==> src/rtl/scoreboard.sv <==
// Per-register in-flight write counters that produce the decode stall.
// Define SB_WB_BYPASS_EN to release consumers in the retire cycle.
module scoreboard #(
    parameter int NREG  = 32,
    parameter int CNT_W = 2
) (
    input  logic            clk,
    input  logic            reset,
    input  logic            freeze,
    input  logic            dec_valid,
    input  logic [4:0]      dec_ra1,
    input  logic [4:0]      dec_ra2,
    input  logic            dec_use1,
    input  logic            dec_use2,
    input  logic [4:0]      dec_dst,
    input  logic            dec_wen,
    input  logic            wb_valid,
    input  logic [4:0]      wb_dst,
    input  logic            wb_wen,
    input  logic            kill_valid,
    input  logic [4:0]      kill_dst,
    output logic            stall,
    output logic            issue,
    output logic [NREG-1:0] busy_vec,
    output logic            err
);

    localparam logic [CNT_W-1:0] MAX = {CNT_W{1'b1}};

    logic [CNT_W-1:0] cnt_q [NREG];
    logic [CNT_W-1:0] cnt_d [NREG];
    logic             err_q;
    logic             err_d;
    logic [NREG-1:0]  uf;
    logic             wb_hit;
    logic             dst_full;

    assign wb_hit = wb_valid && wb_wen;

    function automatic logic busy_f(input logic [4:0] r);
        logic hit;
        hit = (r != 5'd0) && (cnt_q[r] != '0);
`ifdef SB_WB_BYPASS_EN
        // Write-first regfile lets the last pending write forward now.
        if (cnt_q[r] == CNT_W'(1) && wb_hit && wb_dst == r) begin
            hit = 1'b0;
        end
`endif
        return hit;
    endfunction

    assign dst_full = dec_wen && (dec_dst != 5'd0) && (cnt_q[dec_dst] == MAX);

    assign stall = dec_valid && ((dec_use1 && busy_f(dec_ra1)) ||
                                 (dec_use2 && busy_f(dec_ra2)) ||
                                 dst_full);

    assign issue = dec_valid && !stall && !freeze;

    assign uf[0]       = 1'b0;
    assign cnt_d[0]    = '0;
    assign busy_vec[0] = 1'b0;

    for (genvar g = 1; g < NREG; g++) begin : g_cnt
        logic           inc;
        logic           dwb;
        logic           dkl;
        logic [CNT_W:0] up;
        logic [CNT_W:0] dn;

        assign inc = issue && dec_wen && (dec_dst == 5'(g));
        assign dwb = wb_hit && (wb_dst == 5'(g));
        assign dkl = kill_valid && (kill_dst == 5'(g));
        assign up  = {1'b0, cnt_q[g]} + (CNT_W+1)'(inc);
        assign dn  = (CNT_W+1)'(dwb) + (CNT_W+1)'(dkl);

        assign uf[g]       = up < dn;
        assign cnt_d[g]    = uf[g] ? '0 : CNT_W'(up - dn);
        assign busy_vec[g] = cnt_q[g] != '0;
    end

    assign err_d = err_q | (|uf);
    assign err   = err_q;

    always_ff @(posedge clk) begin
        if (!reset) begin
            for (int r = 0; r < NREG; r++) begin
                cnt_q[r] <= '0;
            end
            err_q <= 1'b0;
        end else begin
            for (int r = 0; r < NREG; r++) begin
                cnt_q[r] <= cnt_d[r];
            end
            err_q <= err_d;
        end
    end

endmodule

==> config.mk <==
export PLATFORM = sky130hd
export DESIGN_NAME = scoreboard
export DESIGN_NICKNAME = d
export VERILOG_FILES = /design/src/rtl/scoreboard.sv
export SDC_FILE = /design/constraint.sdc
export NUM_CORES = 1
export LEC_CHECK = 0
export ABC_CLOCK_PERIOD_IN_PS = 13700
export BUFFER_PORTS_ARGS = -buffer_cell sky130_fd_sc_hd__buf_2
export CORE_AREA = 2 2 171 173
export CTS_BUF_LIST = sky130_fd_sc_hd__clkbuf_16
export DETAILED_ROUTE_END_ITERATION = 7
export DIE_AREA = 0 0 173 175
export GPL_TIMING_DRIVEN = 0
export PLACE_DENSITY = 0.45
export SKIP_CTS_REPAIR_TIMING = 1
export SYNTH_ARGS = -nofsm -noshare
export SYNTH_HDL_FRONTEND = slang
export SYNTH_SLANG_ARGS = --single-unit
==> constraint.sdc <==
create_clock -name clk -period 13.7 [get_ports clk]
set_clock_uncertainty 0.2 [all_clocks]
set_input_delay 2.055 -clock clk [delete_from_list [all_inputs] [get_ports clk]]
set_output_delay 2.055 -clock clk [all_outputs]
set_load 0.005 [all_outputs]
==> implementation parameters <==
Parameter                              Value

Finish
  Total area of sequential cells    1261 µm²
  Final layout net count    1,085
  Layout area overhead    15.50%
  Commonest non-fill, non-tap cells in the layout    sky130_fd_sc_hd__ha_1 (124), sky130_fd_sc_hd__nor2_1 (118), sky130_fd_sc_hd__inv_1 (87)
  Antenna diodes    0
  Total area of multi-input combinational cells    5249 µm²
  Non-Filler Cell Area, Final    8063 µm²
  Share of final-layout standard cells stronger than drive strength 1    0.1433
  FILL cells    3,114
  Most common cell after layout, fill and taps aside    sky130_fd_sc_hd__ha_1

Yosys
  Number of enable-type register cells in the synthesized netlist    0
  Multiplexer fraction of the synthesized cell area    0.07492
  Synth area leaders    sky130_fd_sc_hd__ha_1 (22%), sky130_fd_sc_hd__dfxtp_1 (18%), sky130_fd_sc_hd__fa_1 (8.9%)
  Compound-Gate Fraction of Synth Area    0.06076
  Post-synthesis sequential area ratio    0.1807
  Simple-gate portion of the synthesized area    0.2656
  Number of instances in the synthesized netlist    820
  Cell area after synthesis    6980 µm²
  Number of synthesis warnings    0
  Share of synthesized flip-flops with an asynchronous set or reset    0
  Predominant post-synthesis flop cell    sky130_fd_sc_hd__dfxtp_1
  Synth Area in Adders    0.3112
  Largest family of logic cells by synthesized area    adder cells
  Mapped Avg Cell Area    8.513 µm²
  Synthesized net count    1,010
  Unique cell type count in the Yosys netlist    54
  Cell taking the most area after synthesis    sky130_fd_sc_hd__ha_1
  Share of the synthesized area in the top cell type    0.2223
  Number of synthesized register bits    63
  XOR/XNOR Fraction of Synth Area    0.03890

Hold path
  Worst Hold Depth    3
  Startpoint of the most critical hold path    cnt_q[15][1]$_SDFF_PN0_
  Min-Delay Path Class    flop to flop
  Terminating pin of the worst hold path    cnt_q[15][1]$_SDFF_PN0_

Pwr
  Peak VDD IR    0.06023 mV
  Cell leakage power    3.843 nW
  Power per unit of standard cell area    62.49 nW/µm²
  Overall power    0.5038 mW

Timing
  Minimum clock period    6.861 ns
  Highest Clock Rate    145.7 MHz
  Setup repair after global routing missed its margin    no
  Final-layout worst hold slack    0.5151 ns
  Headroom to the max-slew limit    0.4992
  Number of pins exceeding their max-slew limit in the final report    0
  Hold violation count in the final report    0
  Number of endpoints failing setup at the final stage    0
  Share of the clock period used by the worst path after layout    0.5008
  Transition time at the pin with the least slew margin    0.7512 ns
  Accumulated negative setup slack    0 ns

Place
  Port buffer count    63
  Detailed-placement wirelength estimate    20,430 µm
  Final RePlAce weighted congestion    0.8985
  Post-placement cell area    7776 µm²

Routing
  Final routed wirelength across all metal layers    24,850 µm
  Vias post-DR    6,075
  Final ANT Viol Nets    0
  Residual DRC count    0
  Routed wire length per instance    19.35 µm
  First drt pass iteration count    5
  Mean number of vias per cell    4.731
  DRC marker count from the first detailed-route iteration    416

Clock network
  Maximum clock path buffer count    2
  Clk root buf    sky130_fd_sc_hd__clkbuf_16
  Clock tree from TritonCTS    done
  CTS Buf Count    9
  Latest clock arrival within the worst-skew pair    0.35 ns
  Max H-tree Level    3
  Number of clock sinks    63
  Clock transition at the register clock pins on the worst setup and hold paths after CTS    0.06 ns

Floorplan
  Die height    175 µm
  Die Span X    173 µm
  Initial Utilization    0.2459
  Row count    62
  Floorplan core area    28,390 µm²
  Count of boundary I/O pins    70
  Die area    30,280 µm²

Critical path
  Data arrival, critical path    6.90 ns
  CP required    13.74 ns
  CP Capture Type    flop
  Reg-to-Reg End    err$_SDFF_PN0_
  Worst Path Max Fanout    10
  Cell depth of the worst flop-to-flop path    14
  Register-to-register setup slack    8.58 ns
  Critical Setup Path Class    primary input to flop
  Source of the worst register-to-register timing path    cnt_q[21][1]$_SDFF_PN0_
  Kind of start point of the critical path    primary input

Global routing
  Via count of the first global-routing pass    6,129
  Overall overflow remaining after global route    0
  Antenna violations before repair    0
  Wire length of the first global-routing pass    38,040 µm
  Overall Global Routing Usage    0.1694
  Maximum number of pins on one net before global-route repair    11

Status
  Run status    finished clean

Job
  Maximum capacitance violations    0
## how the worst max path moves through the flow
stage | from | to | slack (ns) | depth (start not counted)
floorplan | dec_dst[0] | issue | 7.80 | 8
detailed placement | dec_ra2[1] | err$_SDFF_PN0_ | 6.21 | 15
global route | dec_dst[1] | err$_SDFF_PN0_ | 6.64 | 16
global placement | dec_ra2[1] | err$_SDFF_PN0_ | 6.27 | 15
CTS | dec_ra2[1] | err$_SDFF_PN0_ | 6.58 | 15
finish | dec_ra2[0] | err$_SDFF_PN0_ | 6.84 | 16
## report_power, final
part | internal [mW] | switching [mW] | leakage [nW]
Sequential | 0.186 | 0.00273 | 0.509
Clock | 0.138 | 0.0954 | 0.149
Combinational | 0.0283 | 0.0535 | 3.19
Total | 0.352 | 0.152 | 3.84
## metrics by stage
step	std cells	utilization	worst slack, ns
floorplan	820	-	7.801
global placement	1267	0.2739	6.273
detailed placement	1267	0.2739	6.205
CTS	1283	0.2838	6.579
global route	1284	0.2840	6.641
finish	1284	0.2840	6.839
## cells by family (layout without fill, tap and decap cells)
kind of cell | after synthesis | after routing
flip-flops | 63 | 63
other | 1 | 1
AND/OR/NAND/NOR | 358 | 358
XOR/XNOR | 31 | 31
buffers and inverters | 121 | 201
multiplexers | 28 | 28
AO/OA/AOI/OAI | 63 | 63
adder cells (fa/ha/maj) | 155 | 155
## registers in the layout, indices dropped and copies added, names as in the netlist
signal  cells
cnt_q      62
err         1
## critical path: stages
cell,delay [ns]
sky130_fd_sc_hd__clkbuf_1,0.52
sky130_fd_sc_hd__nand2b_1,0.19
sky130_fd_sc_hd__nand2b_1,0.18
sky130_fd_sc_hd__a21oi_1,0.14
sky130_fd_sc_hd__a2111oi_0,0.09
sky130_fd_sc_hd__clkbuf_2,0.19
sky130_fd_sc_hd__o41ai_2,0.59
sky130_fd_sc_hd__clkbuf_1,0.63
sky130_fd_sc_hd__nor3_2,0.16
sky130_fd_sc_hd__ha_1,0.26
sky130_fd_sc_hd__fa_1,0.55
sky130_fd_sc_hd__nor3b_1,0.19
sky130_fd_sc_hd__nor2_1,0.09
sky130_fd_sc_hd__nor4_1,0.54
sky130_fd_sc_hd__nand4_1,0.27
sky130_fd_sc_hd__o21a_1,0.24
## per-layer routing
layer  part of all wire  vias up  track usage
li1                   -     2930            -
met1               0.47     2954       0.2308
met2               0.46      158       0.2737
met3              0.048       33      0.02937
met4              0.023        0      0.05085
met5                  0        -            0
## final cells by class
type	count	area share
inverters	87	0.04050
multi-input cells	636	0.6510
clock buffers	9	0.02793
well taps	384	0.05959
plain buffers	34	0.01785
flip-flops and latches	63	0.1564
clock inverters	7	0.006983
repair buffers	64	0.03973
## synth_stat cells (all sizes together) (8+ instances only)
library cell and count:
buf 11, nor2b 10, nand2 58, xnor2 31, dfxtp 63, clkbuf 23, nor3b 45, or2 17
mux4 19, fa 31, nor2 118, ha 124, inv 87, nand2b 8, a21oi 24, and3 32
nor3 36, nor4 11, nand3 17, o21ai 12
No activity file was read; power rests on OpenSTA's default activity.
